**config.mk**
```make
export PLATFORM = sky130hd
export DESIGN_NAME = addsub_arbiter
export DESIGN_NICKNAME = d
export VERILOG_FILES = /design/src/rtl/addsub_arbiter.sv
export SDC_FILE = /design/constraint.sdc
export NUM_CORES = 1
export LEC_CHECK = 0
export ABC_AREA = 1
export CORE_ASPECT_RATIO = 1.5
export CORE_UTILIZATION = 30
export DETAILED_ROUTE_END_ITERATION = 10
export GPL_TIMING_DRIVEN = 0
export PLACE_DENSITY = 0.73
export SLEW_MARGIN = 20
export SYNTH_ARGS = -nofsm -noshare
export SYNTH_HDL_FRONTEND = slang
export SYNTH_SLANG_ARGS = --single-unit
```
**constraint.sdc**
```tcl
create_clock -name clk -period 5 [get_ports clk]
set_clock_uncertainty 0.15 [all_clocks]
set_input_delay 1 -clock clk [delete_from_list [all_inputs] [get_ports clk]]
set_output_delay 1 -clock clk [all_outputs]
set_load 0.1 [all_outputs]
```
**src/rtl/addsub_arbiter.sv**
```systemverilog
// addsub_arbiter
// Round-robin arbiter and sequencer in front of one shared, purely
// combinational 16-bit adder/subtractor. Requesters hand over operands
// through a valid/ready handshake. The winning operands are registered
// and drive the shared unit for one EXEC cycle. The result, carry-out
// and signed overflow are then captured and returned with a one-cycle,
// one-hot strobe tagged with the requester index.
//
// Timing: a grant in cycle t gives an EXEC cycle at t+1 and rsp_valid at
// t+2. A new grant may be issued in the same cycle as that response, so
// the sustained rate is one operation every two cycles.

module addsub_arbiter #(
   parameter int NREQ  = 4,
   parameter int WIDTH = 16,
   parameter int IDW   = 2
) (
   input  logic                  clk,
   input  logic                  rst,
   input  logic [NREQ-1:0]       req_valid,
   output logic [NREQ-1:0]       req_ready,
   input  logic [NREQ*WIDTH-1:0] req_a,
   input  logic [NREQ*WIDTH-1:0] req_b,
   input  logic [NREQ-1:0]       req_mode,
   output logic [WIDTH-1:0]      adder_a,
   output logic [WIDTH-1:0]      adder_b,
   output logic                  adder_mode,
   input  logic [WIDTH-1:0]      adder_sum,
   input  logic                  adder_cout,
   output logic [NREQ-1:0]       rsp_valid,
   output logic [IDW-1:0]        rsp_id,
   output logic [WIDTH-1:0]      rsp_sum,
   output logic                  rsp_cout,
   output logic                  rsp_ovf,
   output logic                  busy
);

   // Sequencer states: IDLE arbitrates, EXEC lets the shared unit settle.
   typedef enum logic {
      ST_IDLE = 1'b0,
      ST_EXEC = 1'b1
   } state_t;

   localparam logic [IDW-1:0] LAST_ID = IDW'(NREQ - 1);

   state_t          state;
   logic [IDW-1:0]  ptr;        // highest-priority requester for the next grant
   logic [IDW-1:0]  owner;      // requester whose operands are on the adder

   logic            grant_found;
   logic [IDW-1:0]  grant_idx;
   logic [IDW-1:0]  cand;
   logic [NREQ-1:0] grant_onehot;
   logic [IDW-1:0]  next_ptr;
   logic [WIDTH-1:0] sel_a;
   logic [WIDTH-1:0] sel_b;
   logic            sel_mode;
   logic            ovf_next;
   logic [NREQ-1:0] done_onehot;

   // Round-robin search: walk from the pointer, wrapping at NREQ, and stop at the first valid requester.
   always_comb begin
      // NOTE: every signal written here gets a value before any branch, so no latch can be inferred.
      grant_found = 1'b0;
      grant_idx   = '0;
      cand        = ptr;
      for (int i = 0; i < NREQ; i++) begin
         if (!grant_found && req_valid[cand]) begin
            grant_found = 1'b1;
            grant_idx   = cand;
         end
         cand = (cand == LAST_ID) ? '0 : cand + IDW'(1);
      end
   end

   // Decode the winner to one-hot form.
   always_comb begin
      grant_onehot = '0;
      if (grant_found) begin
         grant_onehot[grant_idx] = 1'b1;
      end
   end

   // Decode the owner of the operation in EXEC to one-hot form for the response strobe.
   always_comb begin
      done_onehot        = '0;
      done_onehot[owner] = 1'b1;
   end

   // Ready is combinational and offered only in IDLE. It is held low while reset is asserted.
   assign req_ready = (state == ST_IDLE && !rst) ? grant_onehot : '0;

   // Operand select for the winner, and the pointer value that follows this grant.
   assign sel_a    = req_a[grant_idx*WIDTH +: WIDTH];
   assign sel_b    = req_b[grant_idx*WIDTH +: WIDTH];
   assign sel_mode = req_mode[grant_idx];
   assign next_ptr = (grant_idx == LAST_ID) ? '0 : grant_idx + IDW'(1);

   // Signed overflow: operands with equal sign as seen by the adder (B already
   // inverted for subtract) that produce a sum of the opposite sign.
   assign ovf_next = (adder_a[WIDTH-1] == (adder_b[WIDTH-1] ^ adder_mode)) &&
                     (adder_sum[WIDTH-1] != adder_a[WIDTH-1]);

   // Sequencer FSM. It owns every registered output: the operand latch, the response registers and busy.
   always_ff @(posedge clk or posedge rst) begin
      if (rst) begin
         state      <= ST_IDLE;
         ptr        <= '0;
         owner      <= '0;
         adder_a    <= '0;
         adder_b    <= '0;
         adder_mode <= 1'b0;
         rsp_valid  <= '0;
         rsp_id     <= '0;
         rsp_sum    <= '0;
         rsp_cout   <= 1'b0;
         rsp_ovf    <= 1'b0;
         busy       <= 1'b0;
      end else begin
         // NOTE: state registers use non-blocking assignments so every register samples pre-edge values.
         rsp_valid <= '0;
         case (state)
            ST_IDLE: begin
               if (grant_found) begin
                  adder_a    <= sel_a;
                  adder_b    <= sel_b;
                  adder_mode <= sel_mode;
                  owner      <= grant_idx;
                  ptr        <= next_ptr;
                  busy       <= 1'b1;
                  state      <= ST_EXEC;
               end
            end
            ST_EXEC: begin
               rsp_sum   <= adder_sum;
               rsp_cout  <= adder_cout;
               rsp_ovf   <= ovf_next;
               rsp_id    <= owner;
               rsp_valid <= done_onehot;
               busy      <= 1'b0;
               state     <= ST_IDLE;
            end
            default: begin
               state <= ST_IDLE;
            end
         endcase
      end
   end

endmodule

```
# Word level (Yosys, flattened, before mapping)
# Index checks and enable logic that the tools add are counted.
[totals]
wordCells = 80
register_bits = 63
output_inout_bits = 62
[op_classes]
shifts = 2
eq_ne = 7
reduce_logical = 12
magnitude_cmp = 8
n_bitwise = 2
addsub = 4
n_mux = 33
[ops]
columns = ["op", "n"]
rows = [
  ["64-bit by 7-bit variable part select with 16-bit output", 2],
  ["2-bit by 3-bit < comparator with 1-bit output (second input constant)", 6],
  ["2-bit 2-to-1 mux", 8],
  ["1-bit 2-to-1 mux", 13],
  ["4-bit 2-to-1 mux", 3],
  ["1-bit binary-select mux with 2-bit select", 5],
  ["2-bit by 1-bit adder with 2-bit output (second input constant)", 4],
  ["2-bit equality test (second input constant)", 4],
  ["1-bit logical AND", 7],
  ["1-bit demux with 2-bit select", 2],
  ["2-bit by 1-bit >= comparator with 1-bit output (second input constant)", 2],
  ["1-bit zero test", 4],
  ["1-bit one-hot mux with 2 select lines", 2],
  ["2-bit inequality test (second input constant)", 1],
  ["2-bit AND reduction", 1],
  ["1-bit equality test", 1],
  ["1-bit inequality test", 1],
  ["1-bit NOT", 1],
  ["1-bit bitwise XOR", 1],
]

# Longest topological paths before layout
[depth]
depth_word = 18
mapped_depth = 17

# Least setup slack after synthesis
# No wires, ideal clock.
[synth_path]
path_kind = "input-to-output"
from = "input req_valid[3]"
to = "output req_ready[0]"
path_stages = 10
path_buffers = 1
t_required_ns = 3.850
t_arrival_ns = 4.797
setup_slack_ns = -0.947
path_cell_list = "inv_1 nand2_1 nand3_1 nand2_1 a21oi_1 nand2_1 inv_2 nand2_4 buf_2 nor4_1"
[synth_between]
elab_chain_cells = 18
word_cells_on_any_way = 29
cone_classes = "order compare: 2; mux: 20; reduce/logical: 7"
[synth_lines]
columns = ["item", "line", "text"]
rows = [
  ["start, declared", "20", "input logic [NREQ-1:0] req_valid,"],
  ["1-bit binary-select mux with 2-bit select", "68", "if (!grant_found && req_valid[cand]) begin"],
  ["1-bit 2-to-1 mux (implied by the code)", "68", ""],
  ["1-bit 2-to-1 mux", "68", ""],
  ["1-bit zero test", "68", ""],
  ["1-bit logical AND", "68", ""],
  ["1-bit 2-to-1 mux", "68", ""],
  ["1-bit zero test", "68", ""],
  ["1-bit logical AND", "68", ""],
  ["[2 not listed]", "n/a", ""],
  ["1-bit logical AND", "68", ""],
  ["2-bit 2-to-1 mux", "68", ""],
  ["2-bit by 3-bit < comparator with 1-bit output (implied by the code) or 2-bit by 1-bit >= comparator with 1-bit output (tied branches)", "80", "grant_onehot[grant_idx] = 1'b1;"],
  ["1-bit logical AND (implied by the code)", "80", ""],
  ["1-bit 2-to-1 mux (implied by the code)", "80", ""],
  ["1-bit demux with 2-bit select", "80", ""],
  ["4-bit 2-to-1 mux *", "79", "if (grant_found) begin"],
  ["4-bit 2-to-1 mux *", "91", "assign req_ready = (state == ST_IDLE && !rst) ? grant_onehot : '0;"],
  ["end, declared", "21", "output logic [NREQ-1:0] req_ready,"],
]
# Mark *: on every way between the ends. The rest lies on a longest branch, timed or not. The select of a mux whose other input is x is not followed.

# Worst setup path after layout
[layout_path]
from = "input req_valid[1]"
to = "output req_ready[3]"
# The elaborated chain is that of the path after synthesis.

==> results.py <==
metrics = {
    "die": {
        "design.core.area_um2": 13000,
        "initial_core_util": 0.309,
        "num_rows": 51,
        "io-pin-count": 217,
        "die_x_um": 96.6,
        "die-area_um2": 13900,
        "die_h_um": 144,
    },
    "clocking": {
        "root_buffer": "clkbuf_16",
        "cts_sinks": 63,
        "path_clk_slew_ps": 50,
        "tritoncts": "yes",
        "clk_latency_ps": 330,
        "cts-buffers-inserted": 9,
        "clock_path_buffers": 2,
        "htreeDepth": 3,
    },
    "route": {
        "ant_nets": 0,
        "drtIter0Drc": 156,
        "met3_length_um": 745,
        "vias_per_cell": 4.72,
        "wl_um": 14500,
        "via_count": 4755,
        "wire_per_inst_um": 14.4,
        "dr_wl_met2_um": 7760,
        "drt-met1-wl_um": 5610,
        "drtPass1Iterations": 5,
        "dr.max_layer_used": "met4",
        "drc_errors": 0,
    },
    "synthesis": {
        "synth_area_leaders": "dfrtp_1 (39%), nand3_1 (22%), nand2_1 (20%)",
        "netlist_area_um2": 4030,
        "ys_ff_latch": 63,
        "synth_cells": 614,
        "ys_types": 34,
        "ys.flop_type": "dfrtp_1",
        "synth_top_cell_by_area": "dfrtp_1",
        "ys_seq_area_frac": 0.391,
        "async_reset_ff_frac": 1.00,
        "yosys_warnings": 0,
        "synth-edff-count": 0,
        "synth_nets": 772,
        "synth_top_area_share": 0.391,
        "syn_avg_cell_area_um2": 6.56,
    },
    "timing": {
        "fin_crit_ps": 4770,
        "fmax_mhz": 210,
        "whs_ps": 300,
        "setup_viol": 0,
        "tightestPinTransition_ps": 1040,
        "maxSlewHeadroom": 0.302,
        "rsz0062_at_grt": "no",
        "timing.final.hold_violations": 0,
        "slew_violations": 0,
        "fin_crit_sh": 0.953,
    },
    "place": {
        "port_buffers": 216,
        "gp_congestion": 0.870,
        "dp_hpwl_um": 11300,
    },
    "hold_path": {
        "hp-class": "reg -> reg",
    },
    "global_route": {
        "grt.total_usage": 0.211,
        "grt_first_pass_wirelength_um": 23100,
        "antenna_found_initial": 0,
        "grt_max_degree": 28,
        "globalRouteOverflowTotal": 0,
        "first_global_vias": 4649,
    },
    "worst_setup_path": {
        "cp-end-kind": "primary output",
        "crit_required_ps": 3850,
        "crit_fanout": 10,
        "cp-start-kind": "input port",
        "cp.arrival_ps": 3620,
        "worstSetupPathType": "in -> out",
    },
    "finish": {
        "area_growth_pct": 67.8,
        "nNetsFinal": 1001,
        "drive_above_1_share": 0.0660,
        "num_antenna_cells": 0,
    },
    "run_status": {
        "outcome": "complete, no violations",
    },
    "job": {
        "maxCapViolCount": 0,
    },
}
## registers in the layout (all words and copies together) (netlist names), 2 cells and up
name       cells
owner          2
rsp_id         2
rsp_sum       16
rsp_valid      4
adder_a       16
ptr            2
adder_b       16
## final timing paths
check	endpoint	cells after the start	slack [ps]	from
setup / recovery	req_ready[3]	13	230	req_valid[1]
hold / removal	rsp_valid[0]	1	300	owner[1]
setup reg to reg	ptr[1]	12	2020	ptr[0]
hold reg to reg	rsp_valid[0]	1	300	owner[1]
max in group asynchronous	rsp_id[0]	3	3240	rst
min in group asynchronous	adder_a[6]	2	980	rst
## final cells by class
type	instances	area (µm²)
inverter	86	329
multi-input combinational	430	1990
timing repair buffer	218	2200
buffer	35	150
clock buffer	10	229
tap	159	199
clock inverter	6	85.1
sequential	63	1580
fill	1327	6260
## stage by stage
stage	std cells	setup TNS [ps]	instance area (µm²)	setup WS (ps)	utilization
6_report	1007	0	6760	235	0.519
5_1_grt	1007	0	6760	12.6	0.519
4_1_cts	1007	0	6760	5.17	0.519
3_5_place_dp	991	-1680	6450	-596	0.496
3_3_place_gp	989	-1950	6400	-611	0.492
2_1_floorplan	614	0	4040	243	-
## per-layer routing
layer / up-vias / GRT usage
met5: - / 0
met4: 0 / 0.0872
met3: 27 / 0.0404
met2: 176 / 0.391
met1: 2152 / 0.237
li1: 2400 / -
## Yosys cell counts, drive strengths merged (2+ instances only)
cell type    n
nand2      217
nand3      177
inv         85
dfrtp       63
clkbuf      18
buf         17
nor2        10
o21ai        6
a21oi        4
ha           3
nand3b       2
nand4        2
## cells in the final DEF (no fill, tap or decap), types with 2 or more instances in the layout
cell type        synthesis  final
nor2_4                   2      2
inv_2                    5      5
dfrtp_1                 63     63
buf_2                   15     15
nand2_4                  2      2
clkbuf_1                18     19
bufinv_16                0      2
o21ai_0                  4      4
inv_1                   79     78
clkinvlp_4               0      3
ha_1                     3      3
clkbuf_16                0      9
nand3_1                176    176
clkdlybuf4s50_1          0    212
buf_1                    2      2
nor2_1                   8      8
nand2_1                214    214
clkinv_2                 0      2
a21oi_1                  3      3
## worst max-delay path: stages
cell and delay [ps]:
clkdlybuf4s50_1 440, inv_1 90, nand2_1 50, nand3_1 120
nand2_1 120, nor2_4 200, nand4_2 290, nand2_4 260
buf_2 280, ha_1 180, nand2_1 50, nor2_1 150
clkbuf_4 360
## timing repair
| item | 4_1_cts | 5_1_grt |
|---|---|---|
| hold buffers | 0 | 0 |
| buffers inserted | 0 | 0 |
| endpoints found under the hold margin | 0 | 0 |
| endpoints found under the setup margin | 4 | 3 |
| gates resized for setup | 12 | 8 |
## cells by family (layout without fill, tap and decap cells)
group,count (synthesis),in the layout,synth area share
compound gates,14,14,0.0230
xor+xnor,1,1,0.00217
fa+ha+maj,3,3,0.00932
buf+inv,121,355,0.118
flops,63,63,0.391
simple gates,412,412,0.456
Power is left out: the tool's default activity adds up to more than one toggle a clock period on the data nets, which glitch-free logic cannot reach.
